===== config.mk =====
export PLATFORM = sky130hd
export DESIGN_NAME = lsu_align
export DESIGN_NICKNAME = d
export VERILOG_FILES = /design/src/rtl/lsu_align.sv
export SDC_FILE = /design/constraint.sdc
export NUM_CORES = 1
export LEC_CHECK = 0
export ABC_AREA = 0
export CAP_MARGIN = 10
export CORE_MARGIN = 8
export CORE_UTILIZATION = 45
export CTS_CLUSTER_DIAMETER = 150
export CTS_CLUSTER_SIZE = 12
export DETAILED_ROUTE_END_ITERATION = 8
export HOLD_SLACK_MARGIN = 0.06
export PLACE_DENSITY = 0.87
export SETUP_SLACK_MARGIN = 0.02
export SLEW_MARGIN = 40
export SYNTH_ARGS = -nofsm -noshare
export SYNTH_HDL_FRONTEND = slang
export SYNTH_SLANG_ARGS = --single-unit

===== constraint.sdc =====
create_clock -name clk -period 5.4 [get_ports clk]
set_input_delay 1.35 -clock clk [delete_from_list [all_inputs] [get_ports clk]]
set_output_delay 1.35 -clock clk [all_outputs]
set_load 0.01 [all_outputs]

===== src/rtl/lsu_align.sv =====
// Load/store alignment unit between execute and a word-wide single-cycle data RAM.
// Sub-word stores are read-modify-write; misaligned or illegal-size accesses trap without RAM traffic.
module lsu_align #(
  parameter int unsigned CNT_W = 32
) (
  input  logic             clk,
  input  logic             rst,
  input  logic             req_valid,
  output logic             req_ready,
  input  logic             req_wen,
  input  logic [1:0]       req_size,
  input  logic             req_unsigned,
  input  logic [31:0]      req_addr,
  input  logic [31:0]      req_wdata,
  output logic             resp_valid,
  input  logic             resp_ready,
  output logic [31:0]      resp_rdata,
  output logic             resp_err,
  output logic             ram_valid,
  output logic             ram_wen,
  output logic [31:0]      ram_rlen,
  output logic [31:0]      ram_raddr,
  output logic [31:0]      ram_waddr,
  output logic [31:0]      ram_wdata,
  input  logic [31:0]      ram_rdata,
  output logic [CNT_W-1:0] load_cnt,
  output logic [CNT_W-1:0] store_cnt
);

  localparam int unsigned DW = 32;

  localparam logic [1:0] SZ_BYTE = 2'd0;
  localparam logic [1:0] SZ_HALF = 2'd1;
  localparam logic [1:0] SZ_WORD = 2'd2;
  localparam logic [1:0] SZ_ILL  = 2'd3;

  typedef enum logic [1:0] {
    S_IDLE = 2'd0,
    S_RD   = 2'd1,
    S_WR   = 2'd2,
    S_RESP = 2'd3
  } state_t;

  state_t           state_q;
  logic             req_ready_q;
  logic             resp_valid_q;
  logic             resp_err_q;
  logic [DW-1:0]    resp_rdata_q;
  logic             ram_valid_q;
  logic             ram_wen_q;
  logic [DW-1:0]    ram_raddr_q;
  logic [DW-1:0]    ram_waddr_q;
  logic [DW-1:0]    ram_wdata_q;
  logic [CNT_W-1:0] load_cnt_q;
  logic [CNT_W-1:0] store_cnt_q;

  // Latched request fields; only the in-word offset of the address is needed after accept.
  logic             wen_q;
  logic [1:0]       size_q;
  logic             uns_q;
  logic [1:0]       off_q;
  logic [DW-1:0]    wdata_q;

  function automatic logic acc_err(input logic [1:0] size, input logic [1:0] off);
    return (size == SZ_ILL) ||
           ((size == SZ_HALF) && off[0]) ||
           ((size == SZ_WORD) && (off != 2'b00));
  endfunction

  function automatic logic [DW-1:0] load_ext(input logic [DW-1:0] word,
                                             input logic [1:0]    off,
                                             input logic [1:0]    size,
                                             input logic          uns);
    logic [DW-1:0] lane;
    lane = word >> {off, 3'b000};
    case (size)
      SZ_BYTE: load_ext = uns ? {24'h0, lane[7:0]}  : {{24{lane[7]}}, lane[7:0]};
      SZ_HALF: load_ext = uns ? {16'h0, lane[15:0]} : {{16{lane[15]}}, lane[15:0]};
      default: load_ext = lane;
    endcase
  endfunction

  // Replace the addressed byte (or half selected by off[1]) of the read word with low store data.
  function automatic logic [DW-1:0] store_merge(input logic [DW-1:0] word,
                                                input logic [DW-1:0] wdata,
                                                input logic [1:0]    off,
                                                input logic [1:0]    size);
    logic [4:0]    sh;
    logic [DW-1:0] mask;
    if (size == SZ_BYTE) begin
      sh   = {off, 3'b000};
      mask = 32'h0000_00FF << sh;
    end else begin
      sh   = {off[1], 4'b0000};
      mask = 32'h0000_FFFF << sh;
    end
    return (word & ~mask) | ((wdata << sh) & mask);
  endfunction

  always_ff @(posedge clk) begin
    if (rst) begin
      state_q      <= S_IDLE;
      req_ready_q  <= 1'b1;
      resp_valid_q <= 1'b0;
      resp_err_q   <= 1'b0;
      resp_rdata_q <= '0;
      ram_valid_q  <= 1'b0;
      ram_wen_q    <= 1'b0;
      ram_raddr_q  <= '0;
      ram_waddr_q  <= '0;
      ram_wdata_q  <= '0;
      load_cnt_q   <= '0;
      store_cnt_q  <= '0;
      wen_q        <= 1'b0;
      size_q       <= SZ_BYTE;
      uns_q        <= 1'b0;
      off_q        <= 2'b00;
      wdata_q      <= '0;
    end else begin
      case (state_q)
        S_IDLE: begin
          if (req_valid) begin
            req_ready_q <= 1'b0;
            wen_q       <= req_wen;
            size_q      <= req_size;
            uns_q       <= req_unsigned;
            off_q       <= req_addr[1:0];
            wdata_q     <= req_wdata;
            if (acc_err(req_size, req_addr[1:0])) begin
              state_q      <= S_RESP;
              resp_valid_q <= 1'b1;
              resp_err_q   <= 1'b1;
              resp_rdata_q <= '0;
            end else if (!req_wen || (req_size != SZ_WORD)) begin
              state_q     <= S_RD;
              ram_valid_q <= 1'b1;
              ram_raddr_q <= {req_addr[31:2], 2'b00};
              ram_waddr_q <= {req_addr[31:2], 2'b00};
            end else begin
              state_q     <= S_WR;
              ram_wen_q   <= 1'b1;
              ram_raddr_q <= {req_addr[31:2], 2'b00};
              ram_waddr_q <= {req_addr[31:2], 2'b00};
              ram_wdata_q <= req_wdata;
            end
          end
        end

        // RAM data is combinational, so extension/merge happen on the read edge itself.
        S_RD: begin
          ram_valid_q <= 1'b0;
          if (!wen_q) begin
            state_q      <= S_RESP;
            resp_valid_q <= 1'b1;
            resp_err_q   <= 1'b0;
            resp_rdata_q <= load_ext(ram_rdata, off_q, size_q, uns_q);
            ram_raddr_q  <= '0;
            ram_waddr_q  <= '0;
          end else begin
            state_q     <= S_WR;
            ram_wen_q   <= 1'b1;
            ram_wdata_q <= store_merge(ram_rdata, wdata_q, off_q, size_q);
          end
        end

        S_WR: begin
          state_q      <= S_RESP;
          ram_wen_q    <= 1'b0;
          ram_raddr_q  <= '0;
          ram_waddr_q  <= '0;
          ram_wdata_q  <= '0;
          resp_valid_q <= 1'b1;
          resp_err_q   <= 1'b0;
          resp_rdata_q <= '0;
        end

        S_RESP: begin
          if (resp_ready) begin
            state_q      <= S_IDLE;
            req_ready_q  <= 1'b1;
            resp_valid_q <= 1'b0;
            resp_err_q   <= 1'b0;
            resp_rdata_q <= '0;
            if (!resp_err_q) begin
              if (wen_q) store_cnt_q <= store_cnt_q + CNT_W'(1);
              else       load_cnt_q  <= load_cnt_q + CNT_W'(1);
            end
          end
        end

        default: state_q <= S_IDLE;
      endcase
    end
  end

  // RAM strobes are masked by reset so an in-flight access cannot fire during the reset cycle.
  assign ram_valid  = ram_valid_q & ~rst;
  assign ram_wen    = ram_wen_q & ~rst;
  assign ram_rlen   = 32'd4;
  assign ram_raddr  = ram_raddr_q;
  assign ram_waddr  = ram_waddr_q;
  assign ram_wdata  = ram_wdata_q;
  assign req_ready  = req_ready_q;
  assign resp_valid = resp_valid_q;
  assign resp_err   = resp_err_q;
  assign resp_rdata = resp_rdata_q;
  assign load_cnt   = load_cnt_q;
  assign store_cnt  = store_cnt_q;

endmodule


# Yosys cells after proc, flatten, opt, wreduce, memory -nomap -nowiden

Cells that the tools add are included.

Add/subtract/negate cells: 2
Equal/unequal tests: 16
Shift-type cells: 4
Mux-type cells: 50
Bitwise operators: 9
Reductions and logical operators: 21

Operators with widths:

| kind                                              | count |
|---|---|
| two-way mux 32 bit                                | 17 |
| case mux 32 bit (3 select lines)                  | 2 |
| case mux 32 bit (4 select lines)                  | 1 |
| adder 32 x 1 -> 32 bit, second input constant     | 2 |
| bitwise AND 32 bit                                | 2 |
| case mux 32 bit (2 select lines)                  | 1 |
| NOT 32 bit                                        | 1 |
| bitwise OR 32 bit                                 | 1 |
| left shift 16 x 5 -> 32 bit, first input constant | 1 |
| left shift 32 x 5 -> 32 bit                       | 1 |
| left shift 8 x 5 -> 32 bit, first input constant  | 1 |
| >> shifter 32 x 5 -> 32 bit                       | 1 |
| AND reduction 4 bit                               | 5 |
| inequality test 2 bit, second input constant      | 9 |
| two-way mux 1 bit                                 | 15 |
| two-way mux 5 bit                                 | 3 |
| == test 2 bit, second input constant              | 4 |
| two-way mux 2 bit                                 | 4 |
| case mux 1 bit (4 select lines)                   | 2 |
| case mux 2 bit (4 select lines)                   | 1 |
| == test 2 x 1 -> 1 bit, second input constant     | 3 |
| nonzero test 2 bit                                | 3 |
| AND reduction 5 bit                               | 1 |
| zero test 2 bit                                   | 2 |
| other kinds (11)                                  | 19 |

Bits in registers: 205
Bits of input ports: 104
Word-level logic and storage cells: 118

# Longest topological paths before layout

Depth in word-level cells: 10
Depth in mapped cells: 8

# Worst setup path before layout

No wires, ideal clock.

Kind: input-to-output
Start point: in rst
End point: out ram_valid
Arrival: 2.198 ns
Setup slack: 1.852 ns
Cell stages on the path: 4
Buffers on the path: 3
Path through: clkbuf_1 > clkbuf_1 > clkbuf_1 > nor2_1

Word-level cells in the longest chain between the ends: 2

Ends and longest elaborated chain:

| item              | line | text |
|---|---|---|
| from (decl)       | 7    | `input logic rst,` |
| NOT 1 bit         | 197  | `assign ram_valid = ram_valid_q & ~rst;` |
| bitwise AND 1 bit | 197  |  |
| to (decl)         | 19   | `output logic ram_valid,` |

No other way between the ends.

# Worst setup path after layout

Start point: in rst
End point: out ram_wen

Word-level cells in the longest chain between the ends: 2

Ends and longest elaborated chain:

| item              | line | text |
|---|---|---|
| NOT 1 bit         | 198  | `assign ram_wen = ram_wen_q & ~rst;` |
| bitwise AND 1 bit | 198  |  |
| to (decl)         | 20   | `output logic ram_wen,` |

No other way between the ends.

==> results.ini <==
[run_status]
status = finished clean

[floorplan]
die-area_um2 = 27600
io-pin-count = 333
core_um2 = 22400
std_cell_rows = 55
start_util_pct = 45.4
die_x_um = 166
chipHeight_um = 166

[worst_setup_path]
cp_slowest_cell = clkdlybuf4s50_1
worst-path-buf-inv = 2
required_ns = 4.05
crit_path_cell_trace = buf_6 -> nor2b_1 -> clkdlybuf4s50_1
rr_startpoint = state_q[1]$_SDFFE_PP0P_
slowest_delay_ns = 0.65
rrSetupSlack_ns = 2.31
cp-end-kind = primary output
cp_max_fo = 57
critPathTopFamily = buffers and inverters
r2r-end = resp_rdata[22]$_SDFFE_PP0P_
critPathArrivalTime_ns = 2.37
path_class = input pin to primary output
cp-start-kind = input pin
reg2reg_depth = 7

[timing]
setup_viol = 0
min_period_over_period_pct = 69.0
rsz0062_at_grt = false
fin_tns_setup_ns = 0
max_freq_mhz = 269
fin_skew_ns = 0.0116
final_max_slew_viol_count = 0
tightest_slew_ns = 0.800
period_minus_slack_ns = 3.72
finalHoldViolations = 0
relSlewSlack_pct = 46.0

[place]
gp_congestion = 0.951
dp_hpwl_mm = 24.6
portBuffers = 296

[finish]
layout-area-overhead-vs-synth_pct = 32.7
diodes = 0
drive_gt1_share_pct = 7.89
nets = 1492

[logic_synthesis]
synthDistinctLibCells = 61
synth_edf_count = 0
synth_commonest_cells = dfxtp_1, a21oi_1, clkbuf_1, nand2b_1, nand2_1
netlist_top_cells_area = dfxtp_1, a21oi_1, buf_4
syn_inst = 1189
synth_top_area_share_pct = 36.9
ys_seq_area_share_pct = 36.9
async_reset_ff_share_pct = 0
ys.flop_type = dfxtp_1
synth.most_common_cell = dfxtp_1
ys_ff_latch = 187
postSynthAreaPerCell_um2 = 8.54
yosys_warnings = 0
syn-cell-area_um2 = 10200
yosys.area.top_type = dfxtp_1

[global_routing]
track_usage_pct = 22.8
grt_max_degree = 102
grt_pass1_vias = 9479
grt-ovfl-total = 0
grt_antenna_before_repair = 3
grt_first_pass_wirelength_mm = 52.0

[job]
cap_viol_max_count = 0

[detailed_routing]
drc_errors = 0
drtIter0Drc = 1083
viasPerCell = 5.94
drt_first_pass_iters = 7
routedWlPerCell_um = 19.7
routed_wirelength_mm = 33.1
vias = 9967
final_antenna_net_count = 0

[clock_tree]
postCtsSetupBuffers = 0
cts_tree = yes
path_clk_slew_ns = 0.08
root_buffer = clkbuf_16
post_cts_resized = 0
clockBufferDepth = 2
clk_latency_ns = 0.44
htree_levels = 4
cts.sink_count = 187
hold_buffers = 0
cts_buffers = 17

[hold_path]
hold_class = register to register
holdPathStages = 2
hold_start = wdata_q[13]$_SDFFE_PP0P_
hold_path_end = wdata_q[13]$_SDFFE_PP0P_

[pwr]
peakVddDrop_mv = 0.233
power_density_nw_per_um2 = 407
p_leak_nw = 4.51
finalPower_mw = 5.48

cells by family after synthesis:
logic type | share of synthesized area (%)
XOR/XNOR | 1.29
buffers and inverters | 9.40
AND/OR/NAND/NOR | 23.1
other | 0.0740
AO/OA/AOI/OAI | 19.6
adder cells (fa/ha/maj) | 0.863
multiplexers | 8.80
flip-flops | 36.9
metal layers:
layer,wire (µm),track usage [%]
met4,1200,9.53
met3,3410,7.73
met1,13100,27.7
met5,37,0
met2,15300,36.4
layout make-up:
class	count	area (µm²)
inverters	11	41.3
flip-flops and latches	187	3740
multi-input cells	856	5620
repair buffers	308	3060
clock inverters	15	218
well taps	285	357
clock buffers	17	425
fillers	1905	8890
through the flow:
step	utilization, %	instance area, µm²	setup slack [ns]	hold slack, ns	cells
4_1_cts	60.1	13400	1.67	0.464	1678
3_5_place_dp	57.2	12800	1.25	0.452	1646
2_1_floorplan	-	10300	1.85	0.433	1223
6_report	60.2	13500	1.68	0.461	1679
3_3_place_gp	57.2	12800	1.35	0.443	1646
5_1_grt	60.2	13500	1.63	0.492	1679
how the worst max path moves through the flow:
stage	startpoint	end	slack [ns]	cells past startpoint
6_report	rst	ram_wen	1.68	3
5_1_grt	resp_ready	store_cnt[25]$_SDFFE_PP0P_	1.63	5
4_1_cts	rst	ram_wen	1.67	3
3_5_place_dp	req_valid	ram_wdata[4]$_SDFFE_PP0P_	1.25	7
3_3_place_gp	req_valid	ram_wdata[18]$_SDFFE_PP0P_	1.35	7
2_1_floorplan	rst	ram_valid	1.85	4
cells in the final DEF (no fill, tap or decap), drive strengths merged, types with 8 or more instances in the layout:
master / instances
nor2b: 13
dfxtp: 187
mux2i: 42
nand2: 74
nor2: 38
a311oi: 33
and4: 8
nor4: 12
a21oi: 114
a21o: 24
o32ai: 8
nand4: 31
nand3: 56
o31ai: 24
xor2: 10
inv: 16
clkinv: 9
or4: 24
buf: 12
clkdlybuf4s50: 295
o21ai: 67
mux2: 28
or3b: 30
or3: 18
conb: 36
clkbuf: 18
a31oi: 16
nand2b: 75
a221oi: 9
power by group:
group	internal (mW)	switching, mW	leakage (nW)
registers	1.64	0.194	1.52
clock network	0.680	0.641	0.309
logic	1.10	1.22	2.69
registers in the layout, summed over array words and instances (netlist names):
signal       count
wen_q            1
off_q            2
ram_waddr       30
req_ready        1
load_cnt        32
resp_rdata      32
ram_wen_q        1
size_q           2
state_q          2
resp_valid       1
ram_valid_q      1
wdata_q         16
resp_err         1
uns_q            1
store_cnt       32
ram_wdata       32
tightest hold or removal path: stages, from the launching register on:
cell and delay (ns):
dfxtp_1 0.31, nand2_1 0.05, a21oi_1 0.05
No activity file was read; power rests on OpenSTA's default activity.
